<file path="src/rtl/div_pkg.sv">
// Shared types and helpers for the divider issue front-end.
package div_pkg;

   typedef enum logic [1:0] {
      OP_DIV  = 2'd0,
      OP_DIVU = 2'd1,
      OP_REM  = 2'd2,
      OP_REMU = 2'd3
   } div_op_e;

   typedef enum logic [2:0] {
      ST_IDLE,
      ST_LAUNCH,
      ST_WAIT,
      ST_RESP,
      ST_DRAIN
   } div_state_e;

   localparam logic [63:0] XLEN_MIN = 64'h8000_0000_0000_0000;

   function automatic logic [63:0] sext32(input logic [63:0] v);
      return {{32{v[31]}}, v[31:0]};
   endfunction

endpackage

</file>
<file path="src/rtl/div_special_chk.sv">
// Detects divide-by-zero and signed overflow on the effective operands and
// produces the architectural result for those cases without running the divider.
module div_special_chk
   import div_pkg::*;
(
   input  div_op_e     op,
   input  logic        word,
   input  logic [63:0] src1,
   input  logic [63:0] src2,
   output logic        is_special,
   output logic [63:0] result
);

   logic        op_signed;
   logic        op_rem;
   logic        div_zero;
   logic        overflow;
   logic [63:0] dividend_eff;
   logic [63:0] raw;

   assign op_signed = (op == OP_DIV) || (op == OP_REM);
   assign op_rem    = (op == OP_REM) || (op == OP_REMU);

   // W forms only look at the low halves; unsigned W dividend is zero-extended.
   assign dividend_eff = (word && !op_signed) ? {32'd0, src1[31:0]} : src1;

   assign div_zero = word ? (src2[31:0] == 32'd0) : (src2 == 64'd0);
   assign overflow = op_signed &&
                     (word ? ((src1[31:0] == 32'h8000_0000) && (src2[31:0] == 32'hFFFF_FFFF))
                           : ((src1 == XLEN_MIN) && (src2 == 64'hFFFF_FFFF_FFFF_FFFF)));

   assign is_special = div_zero || overflow;

   always_comb begin
      raw = '0;
      if (div_zero) begin
         raw = op_rem ? dividend_eff : 64'hFFFF_FFFF_FFFF_FFFF;
      end else if (overflow) begin
         raw = op_rem ? 64'd0 : dividend_eff;
      end
   end

   assign result = word ? sext32(raw) : raw;

endmodule

</file>
<file path="src/rtl/div_issue_ctrl.sv">
// Issue/response controller for the iterative 64-bit divider.
// Optional one-entry result cache enabled by defining DIV_RESULT_CACHE_EN.
module div_issue_ctrl
   import div_pkg::*;
#(
   parameter int XLEN  = 64,
   parameter int TAG_W = 5
)
(
   input  logic             clk,
   input  logic             rst,
   input  logic             in_valid,
   output logic             in_ready,
   input  logic [1:0]       in_op,
   input  logic             in_word,
   input  logic [XLEN-1:0]  in_src1,
   input  logic [XLEN-1:0]  in_src2,
   input  logic [TAG_W-1:0] in_tag,
   input  logic             flush,
   output logic             out_valid,
   input  logic             out_ready,
   output logic [XLEN-1:0]  out_result,
   output logic [TAG_W-1:0] out_tag,
   output logic             div_valid,
   output logic             div_sign,
   output logic             div_word,
   output logic [XLEN-1:0]  div_dividend,
   output logic [XLEN-1:0]  div_divisor,
   input  logic [XLEN-1:0]  div_quotient,
   input  logic [XLEN-1:0]  div_remainder,
   input  logic             div_done
);

   div_state_e       state_reg, state_next;
   logic [XLEN-1:0]  out_result_reg, out_result_next;
   logic [TAG_W-1:0] out_tag_reg;
   logic             div_sign_reg, div_word_reg, word_reg, rem_reg;
   logic [XLEN-1:0]  dividend_reg, divisor_reg;
   logic             launch_load;

   logic             accept;
   logic             in_signed;
   logic [XLEN-1:0]  src1_prep, src2_prep;
   logic             spec_hit;
   logic [XLEN-1:0]  spec_result;
   logic             cache_hit;
   logic [XLEN-1:0]  cache_result;
   logic [XLEN-1:0]  done_raw;

   assign in_ready  = (state_reg == ST_IDLE);
   assign out_valid = (state_reg == ST_RESP);
   assign div_valid = (state_reg == ST_LAUNCH);
   assign accept    = in_valid && in_ready && !flush;
   assign in_signed = !in_op[0];

   // Signed W operands go through untouched; the divider sign-extends them in W mode.
   assign src1_prep = (in_word && !in_signed) ? {32'd0, in_src1[31:0]} : in_src1;
   assign src2_prep = (in_word && !in_signed) ? {32'd0, in_src2[31:0]} : in_src2;

   div_special_chk u_special (
      .op         (div_op_e'(in_op)),
      .word       (in_word),
      .src1       (in_src1),
      .src2       (in_src2),
      .is_special (spec_hit),
      .result     (spec_result)
   );

`ifdef DIV_RESULT_CACHE_EN
   logic            cache_valid_reg;
   logic [XLEN-1:0] cache_src1_reg, cache_src2_reg, cache_q_reg, cache_r_reg;
   logic            cache_word_reg, cache_sign_reg;
   logic [XLEN-1:0] cache_raw;

   // Refilled on every completion, even a drained one, so a flushed op still warms it.
   always_ff @(posedge clk) begin
      if (rst) begin
         cache_valid_reg <= 1'b0;
         cache_src1_reg  <= '0;
         cache_src2_reg  <= '0;
         cache_q_reg     <= '0;
         cache_r_reg     <= '0;
         cache_word_reg  <= 1'b0;
         cache_sign_reg  <= 1'b0;
      end else if (div_done) begin
         cache_valid_reg <= 1'b1;
         cache_src1_reg  <= dividend_reg;
         cache_src2_reg  <= divisor_reg;
         cache_q_reg     <= div_quotient;
         cache_r_reg     <= div_remainder;
         cache_word_reg  <= word_reg;
         cache_sign_reg  <= div_sign_reg;
      end
   end

   assign cache_hit = cache_valid_reg && (cache_src1_reg == src1_prep) &&
                      (cache_src2_reg == src2_prep) && (cache_word_reg == in_word) &&
                      (cache_sign_reg == in_signed);
   assign cache_raw    = in_op[1] ? cache_r_reg : cache_q_reg;
   assign cache_result = in_word ? sext32(cache_raw) : cache_raw;
`else
   assign cache_hit    = 1'b0;
   assign cache_result = '0;
`endif

   assign done_raw = rem_reg ? div_remainder : div_quotient;

   always_comb begin
      state_next      = state_reg;
      out_result_next = out_result_reg;
      launch_load     = 1'b0;
      case (state_reg)
         ST_IDLE: begin
            if (accept) begin
               if (spec_hit) begin
                  state_next      = ST_RESP;
                  out_result_next = spec_result;
               end else if (cache_hit) begin
                  state_next      = ST_RESP;
                  out_result_next = cache_result;
               end else begin
                  state_next  = ST_LAUNCH;
                  launch_load = 1'b1;
               end
            end
         end
         ST_LAUNCH: state_next = flush ? ST_DRAIN : ST_WAIT;
         ST_WAIT: begin
            if (div_done) begin
               state_next = flush ? ST_IDLE : ST_RESP;
               if (!flush) begin
                  out_result_next = word_reg ? sext32(done_raw) : done_raw;
               end
            end else if (flush) begin
               state_next = ST_DRAIN;
            end
         end
         ST_RESP: begin
            if (flush || out_ready) begin
               state_next = ST_IDLE;
            end
         end
         ST_DRAIN: begin
            if (div_done) begin
               state_next = ST_IDLE;
            end
         end
         default: state_next = ST_IDLE;
      endcase
   end

   always_ff @(posedge clk) begin
      if (rst) begin
         state_reg      <= ST_IDLE;
         out_result_reg <= '0;
         out_tag_reg    <= '0;
         div_sign_reg   <= 1'b0;
         div_word_reg   <= 1'b0;
         dividend_reg   <= '0;
         divisor_reg    <= '0;
         word_reg       <= 1'b0;
         rem_reg        <= 1'b0;
      end else begin
         state_reg      <= state_next;
         out_result_reg <= out_result_next;
         if (accept) begin
            out_tag_reg <= in_tag;
            rem_reg     <= in_op[1];
         end
         if (launch_load) begin
            dividend_reg <= src1_prep;
            divisor_reg  <= src2_prep;
            div_sign_reg <= in_signed;
            div_word_reg <= in_word && in_signed;
            word_reg     <= in_word;
         end
      end
   end

   assign out_result   = out_result_reg;
   assign out_tag      = out_tag_reg;
   assign div_sign     = div_sign_reg;
   assign div_word     = div_word_reg;
   assign div_dividend = dividend_reg;
   assign div_divisor  = divisor_reg;

endmodule

</file>
<file path="config.mk">
export PLATFORM = sky130hd
export DESIGN_NAME = div_issue_ctrl
export DESIGN_NICKNAME = d
export VERILOG_FILES = /design/src/rtl/div_pkg.sv /design/src/rtl/div_special_chk.sv /design/src/rtl/div_issue_ctrl.sv
export SDC_FILE = /design/constraint.sdc
export NUM_CORES = 1
export LEC_CHECK = 0
export BUFFER_PORTS_ARGS = -buffer_cell sky130_fd_sc_hd__buf_2
export CAP_MARGIN = 20
export CORE_AREA = 2 2 185 187
export CTS_CLUSTER_SIZE = 12
export DETAILED_ROUTE_END_ITERATION = 16
export DIE_AREA = 0 0 187 189
export HOLD_SLACK_MARGIN = 0.02
export PLACE_DENSITY = 0.68
export SYNTH_ARGS = -nofsm -noshare
export SYNTH_HDL_FRONTEND = slang
export SYNTH_SLANG_ARGS = --single-unit
export TNS_END_PERCENT = 30
</file>
<file path="constraint.sdc">
create_clock -name clk -period 7 [get_ports clk]
set_clock_uncertainty 0.1 [all_clocks]
set_input_delay 1.4 -clock clk [delete_from_list [all_inputs] [get_ports clk]]
set_output_delay 1.4 -clock clk [all_outputs]
set_load 0.02 [all_outputs]
</file>
---- Yosys cells after proc, flatten, opt, wreduce, memory -nomap -nowiden ----
Index checks and enable logic that the tools add are counted.
Widths: inputs -> output; s select.
word-level totals
  bits in registers ....................... 204
  output and inout bits ................... 202
  logic and storage cells ................. 77
operators by class
  eq/ne operators ......................... 17
  multiplexer cells ....................... 29
  reduce and logical (&&, ||, !) cells .... 22
operator list
  cell                  number
  $mux 64               14
  $eq 64x64->1 const B  2
  $pmux 64 s2           1
  $eq 32x32->1 const B  2
  $logic_not 64->1      1
  $logic_not 32->1      1
  $mux 3                6
  $pmux 3 s5            1
  $logic_and 1x1->1     8
  $eq 3x2->1 const B    2
  $ne 2x1->1 const B    3
  $ne 2x2->1 const B    3
  $mux 1                5
  $reduce_and 5->1      1
  $eq 2x2->1 const B    2
  $logic_or 1x1->1      4
  $mux 2                2
  $reduce_and 4->1      1
  $eq 3x1->1 const B    1
  $eq 3x3->1 const B    1
  $logic_not 1->1       3
  $logic_not 3->1       1
  $ne 3x3->1 const B    1
  $logic_not 2->1       1
  $reduce_bool 2->1     1

---- Logic depth before layout (Yosys ltp) ----
Gate-level depths: netlist of the first run.
  word-level depth ........................ 12
  depth in mapped cells ................... 11
  depth with buffers taken out ............ 7

---- Hierarchy ----
Synthesis of the first run repeated with hierarchy kept, for this count alone.
unflattened totals
  cell total of the unflattened synthesis .. 1,317
  area total of the unflattened synthesis .. 10,059.6 um2
modules (own cells, without submodules)
  module           times used  cells each  area an instance (um2)
  div_issue_ctrl   1           1,026       8,445.6
  div_special_chk  1           291         1,614.0

---- Worst setup path after synthesis of the first run ----
Ideal clock, no wire load.
  kind .................................... input to register
  start ................................... input in_word
  end ..................................... register out_result_reg[10] (netlist: out_result[10])
  library setup time ...................... 0.088 ns
  arrival ................................. 3.439 ns
  setup slack ............................. 3.373 ns
  stages on the path ...................... 8
  path through ............................ nand2b_1 -> or4_1 -> or4_4 -> nor4_4 -> o21ai_2 -> buf_6 -> o21bai_1 -> a311oi_2
on the way
  longest elaborated chain between the ends .. 8
  elaborated cells on any way between the ends .. 12
ends and longest elaborated chain
  what                    RTL line               source
  start: declaration      div_issue_ctrl.sv:15   input logic in_word,
  $mux 1                  div_special_chk.sv:29  (word ? ((src1[31:0] == 32'h8000_0000) && (src2[31:0] == 32'hFFFF_FFFF))
  $logic_and 1x1->1       div_special_chk.sv:28  assign overflow = op_signed &&
  $mux 64                 div_special_chk.sv:38  end else if (overflow) begin
  $mux 64                 div_special_chk.sv:36  if (div_zero) begin
  $mux 64                 div_special_chk.sv:43  assign result = word ? sext32(raw) : raw;
  $mux 64                 div_issue_ctrl.sv:115  if (spec_hit) begin
  $mux 64                 div_issue_ctrl.sv:114  if (accept) begin
  $pmux 64 s2             div_issue_ctrl.sv:112  case (state_reg)
  end signal: assignment  div_issue_ctrl.sv:165  out_result_reg <= out_result_next;
  end: declaration        div_issue_ctrl.sv:35   logic [XLEN-1:0] out_result_reg, out_result_next;
Parallel ways exist; a longest one is shown, timed or not. The select of a mux whose other input is x is not followed.
A chain may end at the register's enable or synchronous reset.

---- Worst setup path in the final report of the first run ----
  start ................................... input in_src1[8]
  end ..................................... register out_result_reg[16] (netlist: out_result[16])
on the way
  longest elaborated chain between the ends .. 10
  elaborated cells on any way between the ends .. 15
ends and longest elaborated chain
  what                                          RTL line                                      source
  start: declaration                            div_issue_ctrl.sv:16                          input logic [XLEN-1:0] in_src1,
  $eq 64x64->1 or $eq 32x32->1 (tied branches)  div_special_chk.sv:30, div_special_chk.sv:29
  $logic_and 1x1->1 (on tied branches)          div_special_chk.sv:30, div_special_chk.sv:29
  $mux 1 (*)                                    div_special_chk.sv:29
  $logic_and 1x1->1 (*)                         div_special_chk.sv:28
  $mux 64                                       div_special_chk.sv:38
  $mux 64                                       div_special_chk.sv:36
  $mux 64                                       div_special_chk.sv:43
  $mux 64                                       div_issue_ctrl.sv:115
  $mux 64                                       div_issue_ctrl.sv:114
  $pmux 64 s2                                   div_issue_ctrl.sv:112
Mark *: on every way between the ends. The rest lies on a longest branch, timed or not. The select of a mux whose other input is x is not followed.

==> metrics.md, run 1 <==
| Metric | Value |
|---|---|
| Layout area overhead | `30.8%` |
| Cell taking the most area after synthesis | `dfxtp_1` |
| Outcome | `finished, final reports clean` |
| Share of layout cells above drive strength 1 | `37.2%` |
| DR WL met3 | `2660 um` |
| Worst Setup Path Type | `in2reg` |
| Worst Hold End | `div_dividend[54]` |
| DRC errors left | `0` |
| CTS clk-pin slew, worst paths | `60 ps` |
| DR iter-0 viols | `880` |
| WL final | `40700 um` |
| Power Dens Cells | `211 mW/mm2` |
| Cell Rows | `67` |
| RSZ-0062 raised after global routing | `no` |
| Worst path max stage delay | `630 ps` |
| Internal Pwr Total | `2.07 mW` |
| WL met2 | `18800 um` |
| Setup TNS Final | `0 ps` |
| Nets | `1855` |
| Yosys cell types | `55` |
| Worst setup margin | `2510 ps` |
| CTS tree | `done` |
| Worst r2r dst | `div_divisor[24]` |
| Initial antenna violation count | `2` |
| Commonest non-fill, non-tap cell in the layout | `buf_2` |
| Most frequently used flop master after synthesis | `dfxtp_1` |
| Fraction of the yosys area taken by sequential cells | `39.3%` |
| Synth Instances | `1175` |
| Die Ht | `189 um` |
| Post-CTS Setup Bufs | `0` |
| Share of flip-flops with an asynchronous set or reset | `0%` |
| Register-to-register setup slack | `3420 ps` |
| Synth warnings | `0` |
| Core area | `0.0333 mm2` |
| Clock network power share | `42.7%` |
| WL/cell | `19.9 um` |
| Period utilization | `64.1%` |
| Achievable Freq | `223 MHz` |
| Die Area | `0.0353 mm2` |
| Routed Antenna Nets | `0` |
| CP max FO | `96` |
| Post-CTS sizing | `0` |
| Post-layout instance area | `0.0136 mm2` |
| Least-Margin Pin Slew | `1170 ps` |
| Vias in the first global route | `10187` |
| DIE WIDTH | `187 um` |
| Final min period | `4490 ps` |
| Hold Crit Class | `reg2reg` |
| CP max stage cell | `o31a_2` |
| Worst R2R Start | `state_reg[0]` |
| Post-Route M1 WL | `17900 um` |
| Total grt overflow | `0` |
| Final setup fails | `0` |
| Clk Latency, worst-skew pair | `520 ps` |
| Final Max Tran Viols | `0` |
| VDD IR max | `0.166 mV` |
| TritonCTS Sinks | `204` |
| HP Start | `div_dividend[54]` |
| Share of power burned in registers | `42.9%` |
| Placed Cells | `2005` |
| Post-Syn Nets | `1445` |
| Logic gate share of total power | `14.4%` |
| Post-Place Worst Slack | `1940 ps` |
| Bufs on Longest Clock Path | `3` |
| Synth top area share | `39.3%` |
| Buffers & Inverters on Critical Path | `2` |
| Yosys reg bits | `204` |
| Max Cap Viol | `0` |
| Detailed Place HPWL | `29800 um` |
| Final std cells w/o fill | `2050` |
| GP Congestion | `0.916` |
| First-pass GRT wire length | `60500 um` |
| Routed vias | `10683` |
| Critical path cell sequence | `buf_2 -> or4_1 -> nor4_1 -> nand4_1 -> nor4_2 -> o31a_2 -> buf_12 -> nor2_1 -> a311oi_2` |
| I/O pin total | `472` |
| Required @ worst endpoint | `7320 ps` |
| Hold path depth | `2` |
| Worst setup SP type | `input port` |
| Top delay family on crit path | `simple AND/OR/NAND/NOR gates` |
| DRT Pass-1 Iters | `5` |
| Worst R2R Path Depth | `6` |
| Max layer used | `met4` |
| H-Tree Depth | `1` |
| Sw Ratio | `27.6%` |
| Largest net degree at the start of global routing | `197` |
| Max transition margin | `22.3%` |
| GRT Overall Usage | `21.7%` |
| Inserted Clock Buffers | `25` |
| Placed instance area | `0.0128 mm2` |
| Most frequent cells in the layout | `buf_2 (470), dfxtp_1 (203), nor2_1 (110), mux2i_1 (105), nand3_1 (97)` |
| Final hold violations | `0` |
| LEAKAGE | `5.75 nW` |
| Vias per inst | `5.21` |
| NetSw | `0.791 mW` |
| I/O Buffers | `471` |
| Mapped cell area | `0.0104 mm2` |
| Root buffer cell | `clkbuf_16` |
| Synth top area cells | `dfxtp_1 (39%), mux2i_1 (10%), nand3_1 (4.7%), a311oi_2 (4.3%), o21ai_0 (4.3%)` |
| Post-synth EDFFs | `0` |
| Initial core utilization | `31.2%` |
| Crit path DAT | `4810 ps` |
| Avg Cell Area, Syn | `8.85 um2` |
| Hold_buf cts | `0` |
| CP Capture Type | `flip-flop` |
-- stage by stage --
| step | hold WS [ps] | util [%] | total power [mW] |
|---|---|---|---|
| 2_1_floorplan | 439 | - | 1.46 |
| 3_3_place_gp | 350 | 38.5 | 1.66 |
| 3_5_place_dp | 350 | 38.5 | 1.66 |
| 4_1_cts | 362 | 40.8 | 2.90 |
| 5_1_grt | 381 | 40.9 | 2.97 |
| 6_report | 359 | 40.9 | 2.86 |
-- layer usage --
metal / track usage, % / up-vias
met2: 34.9 / 457
met3: 3.30 / 90
li1: - / 5054
met1: 29.8 / 5082
met4: 7.57 / 0
met5: 0 / -
-- power groups by stage --
stage / Sequential (mW) / Combinational [mW] / Clock, mW
after global routing: 1.23 / 0.443 / 1.30
after detailed placement: 1.25 / 0.411 / 0
after CTS: 1.23 / 0.412 / 1.26
after global placement: 1.25 / 0.406 / 0
final: 1.23 / 0.413 / 1.22
after floorplan: 1.29 / 0.169 / 0
-- cell families after synthesis --
group,count (synthesis),share of synthesized area [%]
flip-flops,204,39.3
multiplexers,137,13.6
AO/OA/AOI/OAI,243,16.9
buffers and inverters,163,8.45
AND/OR/NAND/NOR,428,21.8
-- final cells by class --
type	instances	area [um2]
well taps	448	561
flip-flops and latches	204	4090
multi-input cells	808	5470
diodes	1	2.50
clock buffers	36	727
fillers	3459	19700
inverters	64	240
repair buffers	482	2480
clock inverters	7	35.0
-- worst reg2reg max path, cell delays in order, from the launching register on --
cell and delay, ps:
dfxtp_1 390, nor3_1 700, nand2_1 580, nor3_4 320
buf_12 660, mux2i_1 620, nor2_1 60
-- how the worst max path moves through the flow --
| stage | from | end | cells past startpoint |
|---|---|---|---|
| 2_1_floorplan | in_word | out_result[10] | 8 |
| 3_3_place_gp | in_src1[55] | out_result[31] | 9 |
| 3_5_place_dp | in_src1[55] | out_result[5] | 9 |
| 4_1_cts | in_src1[55] | out_result[16] | 9 |
| 5_1_grt | in_src1[55] | out_result[6] | 9 |
| 6_report | in_src1[8] | out_result[16] | 9 |
-- synthesized netlist by cell type, drive strengths merged, types with 2 or more instances --
cell type and number:
dfxtp 204, o21ai 130, nor2 110, mux2i 105
nand3 97, nand2b 66, inv 64, clkbuf 61
nand2 43, nor4 42, buf 35, mux2 32
o21bai 32, o32ai 32, a311oi 31, nand4 28
or4 14, a21oi 9, nor3 7, nand4bb 3
or4b 3, a21o 2, and2 2, and4b 2
nand4b 2, nor2b 2, o2bb2ai 2
Power figures use the tool's default switching activity.
==> run 2, diff against run 1 <==
==> constraint.sdc (replaced) <==
create_clock -name clk -period 4.2 [get_ports clk]
set_clock_uncertainty 0.1 [all_clocks]
set_input_delay 0.84 -clock clk [delete_from_list [all_inputs] [get_ports clk]]
set_output_delay 0.84 -clock clk [all_outputs]
set_load 0.02 [all_outputs]
==> metrics.md, run 2 (synthesized netlist as in run 1, its figures left out) <==
| Metric | Value |
|---|---|
| TritonCTS Sinks | `204` |
| DRT Pass-1 Iters | `5` |
| WL/cell | `19.6 um` |
| Setup TNS Final | `0 ps` |
| Initial antenna violation count | `2` |
| DIE WIDTH | `187 um` |
| Crit path DAT | `3540 ps` |
| Vias per inst | `5.16` |
| FF/Latch Area | `0.00409 mm2` |
| Nets | `1866` |
| CP max FO | `17` |
| Final std cells w/o fill | `2061` |
| Share of layout cells above drive strength 1 | `37.5%` |
| Layout area overhead | `31.9%` |
| I/O pin total | `472` |
| Multi-input gate area | `0.00547 mm2` |
| Worst Setup Path Type | `in2reg` |
| Placed Cells | `2018` |
| Period utilization | `76.6%` |
| GRT Overall Usage | `21.7%` |
| LEAKAGE | `5.81 nW` |
| Post-CTS Setup Bufs | `0` |
| Hold Crit Class | `reg2reg` |
| Detailed Place HPWL | `30100 um` |
| Commonest non-fill, non-tap cell in the layout | `buf_2` |
| Clk Latency, worst-skew pair | `520 ps` |
| Achievable Freq | `311 MHz` |
| VDD IR max | `0.300 mV` |
| Power Dens Cells | `346 mW/mm2` |
| Final min period | `3220 ps` |
| Total grt overflow | `0` |
| Filler instances | `3394` |
| I/O Buffers | `471` |
| Hold WS | `363 ps` |
| Largest net degree at the start of global routing | `122` |
| Root buffer cell | `clkbuf_16` |
| Final hold violations | `0` |
| Routed Antenna Nets | `0` |
| Cell Rows | `67` |
| Hold_buf cts | `0` |
| Final setup fails | `0` |
| Worst setup SP type | `input port` |
| Initial core utilization | `31.2%` |
| Outcome | `finished, final reports clean` |
| Final Max Tran Viols | `0` |
| DRC errors left | `0` |
| Inserted Clock Buffers | `24` |
| Post-CTS sizing | `0` |
| Bufs on Longest Clock Path | `3` |
| RSZ-0062 raised after global routing | `no` |
| Max Cap Viol | `0` |
| Die Area | `0.0353 mm2` |
| DR iter-0 viols | `971` |
| WL final | `40400 um` |
| CTS clk-pin slew, worst paths | `60 ps` |
| Layout Utilization | `41.2%` |
| Max transition margin | `35.3%` |
| H-Tree Depth | `1` |
| Worst setup margin | `985 ps` |
| Least-Margin Pin Slew | `970 ps` |
| GP Congestion | `0.888` |
| Vias in the first global route | `10242` |
| CP Capture Type | `flip-flop` |
| Die Ht | `189 um` |
| Post-Place Worst Slack | `280 ps` |
| Core area | `0.0333 mm2` |
| First-pass GRT wire length | `60900 um` |
| Required @ worst endpoint | `4520 ps` |
| CTS tree | `done` |
| Most frequent cells in the layout | `buf_2 (470), dfxtp_1 (203), nor2_1 (110), mux2i_1 (105), nand3_1 (97)` |
| Routed vias | `10639` |
run 2: area by class of cell:
| cell class | instances | share of cell area [%] |
|---|---|---|
| multi-input combinational | 808 | 39.9 |
| sequential | 204 | 29.8 |
| timing repair buffer | 494 | 19.0 |
| clock buffer | 35 | 5.14 |
| tap | 448 | 4.09 |
| inverter | 64 | 1.75 |
| clock inverter | 7 | 0.274 |
| antenna | 1 | 0.0183 |
run 2: where the power goes:
part	switching [mW]	internal [mW]
sequential	0.0339	2.00
clock	0.843	1.16
combinational	0.434	0.270
run 2: path summary, 6_finish.rpt:
check | from | to | slack [ps] | cells after the start
worst max-delay path | in_src1[55] | out_result[5] | 980 | 10
worst min-delay path | div_dividend[55] | div_dividend[55] | 360 | 2
worst max register to register | state_reg[0] | div_divisor[5] | 1420 | 6
worst min register to register | div_dividend[55] | div_dividend[55] | 360 | 2
run 2: worst max-delay path: stages:
cell,delay [ps]
buf_2,120
nor4_1,500
buf_4,210
nand2_1,70
or4_4,580
nor4_4,270
o21ai_2,270
buf_12,240
o21bai_1,170
a311oi_2,250
run 2: layer usage:
layer / routed length [um] / share of wire, % / vias to the layer above / track usage [%]
met2: 19000 / 47 / 428 / 35.3
li1: - / - / 5088 / -
met1: 17900 / 44 / 5071 / 29.7
met5: 13 / 0.032 / - / 0
met3: 2660 / 6.6 / 50 / 3.73
met4: 867 / 2.1 / 2 / 5.40
run 2: metrics by stage:
| step | power, mW | cell area, um2 |
|---|---|---|
| after global placement | 2.77 | 13000 |
| after floorplan | 2.43 | 10400 |
| after detailed placement | 2.78 | 13000 |
| after global routing | 4.91 | 13700 |
| after CTS | 4.79 | 13700 |
| final | 4.74 | 13700 |
==> run 3, diff against run 2 <==
--- a/config.mk
+++ b/config.mk
@@ -7,12 +7,12 @@
 export LEC_CHECK = 0
 export BUFFER_PORTS_ARGS = -buffer_cell sky130_fd_sc_hd__buf_2
 export CAP_MARGIN = 20
-export CORE_AREA = 2 2 185 187
+export CORE_AREA = 2 2 184 186
 export CTS_CLUSTER_SIZE = 12
 export DETAILED_ROUTE_END_ITERATION = 16
-export DIE_AREA = 0 0 187 189
+export DIE_AREA = 0 0 186 188
 export HOLD_SLACK_MARGIN = 0.02
-export PLACE_DENSITY = 0.68
+export PLACE_DENSITY = 0.71
 export SYNTH_ARGS = -nofsm -noshare
 export SYNTH_HDL_FRONTEND = slang
 export SYNTH_SLANG_ARGS = --single-unit
==> constraint.sdc (replaced) <==
create_clock -name clk -period 2.8 [get_ports clk]
set_clock_uncertainty 0.1 [all_clocks]
set_input_delay 0.56 -clock clk [delete_from_list [all_inputs] [get_ports clk]]
set_output_delay 0.56 -clock clk [all_outputs]
set_load 0.02 [all_outputs]
==> metrics.md, run 3 (synthesized netlist as in run 1, its figures left out) <==
| Metric | Value |
|---|---|
| Outcome | `finished, final reports clean` |
| Max Cap Viol | `0` |
| Required @ worst endpoint | `3130 ps` |
| Final hold violations | `0` |
| Multi-input gate area | `0.00550 mm2` |
| Max transition margin | `56.2%` |
| Placed instance area | `0.0142 mm2` |
| Routed Antenna Nets | `0` |
| Die Area | `0.0350 mm2` |
| Vias in the first global route | `10931` |
| DR iter-0 viols | `707` |
| Final Max Tran Viols | `0` |
| GP Congestion | `0.986` |
| Commonest non-fill, non-tap cell in the layout | `buf_2` |
| I/O pin total | `472` |
| H-Tree Depth | `1` |
| Hold Crit Class | `in2reg` |
| Share of layout cells above drive strength 1 | `43.0%` |
| Worst Setup Path Type | `in2reg` |
| Initial core utilization | `31.4%` |
| Clk Latency, worst-skew pair | `520 ps` |
| Most frequent cells in the layout | `buf_2 (470), dfxtp_1 (203), buf_4 (153), nor2_1 (110), mux2i_1 (105)` |
| I/O Buffers | `471` |
| CP max stage cell | `or4_1` |
| CP Capture Type | `flip-flop` |
| Final min period | `2710 ps` |
| Die Ht | `188 um` |
| Layout Utilization | `45.4%` |
| Worst path max stage delay | `500 ps` |
| Least-Margin Pin Slew | `656 ps` |
| Total power | `7.46 mW` |
| DRT Pass-1 Iters | `5` |
| Vias per inst | `5.12` |
| Bufs on Longest Clock Path | `3` |
| Total grt overflow | `0` |
| Inserted Clock Buffers | `24` |
| Post-CTS Setup Bufs | `0` |
| Power Dens Cells | `496 mW/mm2` |
| Achievable Freq | `369 MHz` |
| CTS tree | `done` |
| Setup TNS Final | `0 ps` |
| Crit path DAT | `3040 ps` |
| WL/cell | `19.3 um` |
| Routed vias | `11309` |
| CTS clk-pin slew, worst paths | `60 ps` |
| Post-CTS sizing | `0` |
| LEAKAGE | `6.60 nW` |
| Final setup fails | `0` |
| TritonCTS Sinks | `204` |
| Root buffer cell | `clkbuf_16` |
| Core area | `0.0331 mm2` |
| First-pass GRT wire length | `62600 um` |
| Top delay family on crit path | `simple AND/OR/NAND/NOR gates` |
| Largest net degree at the start of global routing | `94` |
| N_diodes | `0` |
| GRT Overall Usage | `23.1%` |
| Critical path cell sequence | `buf_2 -> or4_1 -> nor4_1 -> buf_4 -> nand4_1 -> o2bb2ai_1 -> o31a_2 -> buf_12 -> buf_12 -> nor2_1 -> a311oi_2` |
| Detailed Place HPWL | `32900 um` |
| Cell Rows | `67` |
| WL final | `42600 um` |
| DRC errors left | `0` |
| Buffers & Inverters on Critical Path | `4` |
| Hold WS | `175 ps` |
| Hold_buf cts | `0` |
| Nets | `2013` |
| Post-layout instance area | `0.0150 mm2` |
| Register-to-register setup slack | `470 ps` |
| CP max FO | `24` |
| VDD IR max | `0.502 mV` |
| DIE WIDTH | `186 um` |
| Period utilization | `96.7%` |
| Filler instances | `3209` |
| Worst setup SP type | `input port` |
| FF/Latch Area | `0.00409 mm2` |
| Layout area overhead | `44.7%` |
| Most used cell, CP | `buf_12` |
| Initial antenna violation count | `1` |
| RSZ-0062 raised after global routing | `no` |
-- run 3: cell count changes in the layout (fill, tap and decap cells not counted), sizes merged --
cell	delta
buf	+147
bufinv	+1
clkbuf	+4
clkinv	-2
clkinvlp	-1
diode	-1
-- run 3: through the flow --
| step | worst slack (ps) | instances |
|---|---|---|
| 2_1_floorplan | 12.6 | 1175 |
| 3_3_place_gp | -575 | 2165 |
| 3_5_place_dp | -525 | 2165 |
| 4_1_cts | 16.2 | 2209 |
| 5_1_grt | 51.2 | 2209 |
| 6_report | 91.2 | 2209 |
-- run 3: layout make-up --
type                    count  area share (%)
clock inverters             5           0.333
multi-input cells         808            36.6
repair buffers            641            25.6
clock buffers              39            4.98
well taps                 448            3.73
inverters                  64            1.60
flip-flops and latches    204            27.2
-- run 3: routing by layer --
layer  track usage (%)  part of all wire [%]  vias up  routed length (um)
met2              37.9                    47      495               19900
met3              3.98                   7.2       93                3080
met4              7.75                   3.0        0                1270
met5                 0                     0        -                   0
li1                  -                     -     5386                   -
met1              30.5                    43     5335               18400
-- run 3: final timing paths --
kind               startpoint          endpoint  cells after the start
max               in_src1[16]     out_result[1]                     11
min                 in_tag[2]        out_tag[2]                      3
max reg2reg      state_reg[1]    out_result[37]                      7
min reg2reg  div_dividend[55]  div_dividend[55]                      2
-- run 3: worst register-to-register path: stages (launching register included) --
cell     delay, ps
dfxtp_1        400
inv_1          150
or3_2          580
a21oi_2        140
buf_4          310
o21ai_0        290
nand3_1        160
o32ai_1         80
-- run 3: power breakdown --
part           leakage, nW  internal [mW]  switching [mW]  total (mW)
Sequential            1.66           3.00          0.0648        3.07
Clock                0.396           1.91            1.26        3.18
Combinational         4.55          0.531           0.685        1.22
Total                 6.60           5.44            2.01        7.46
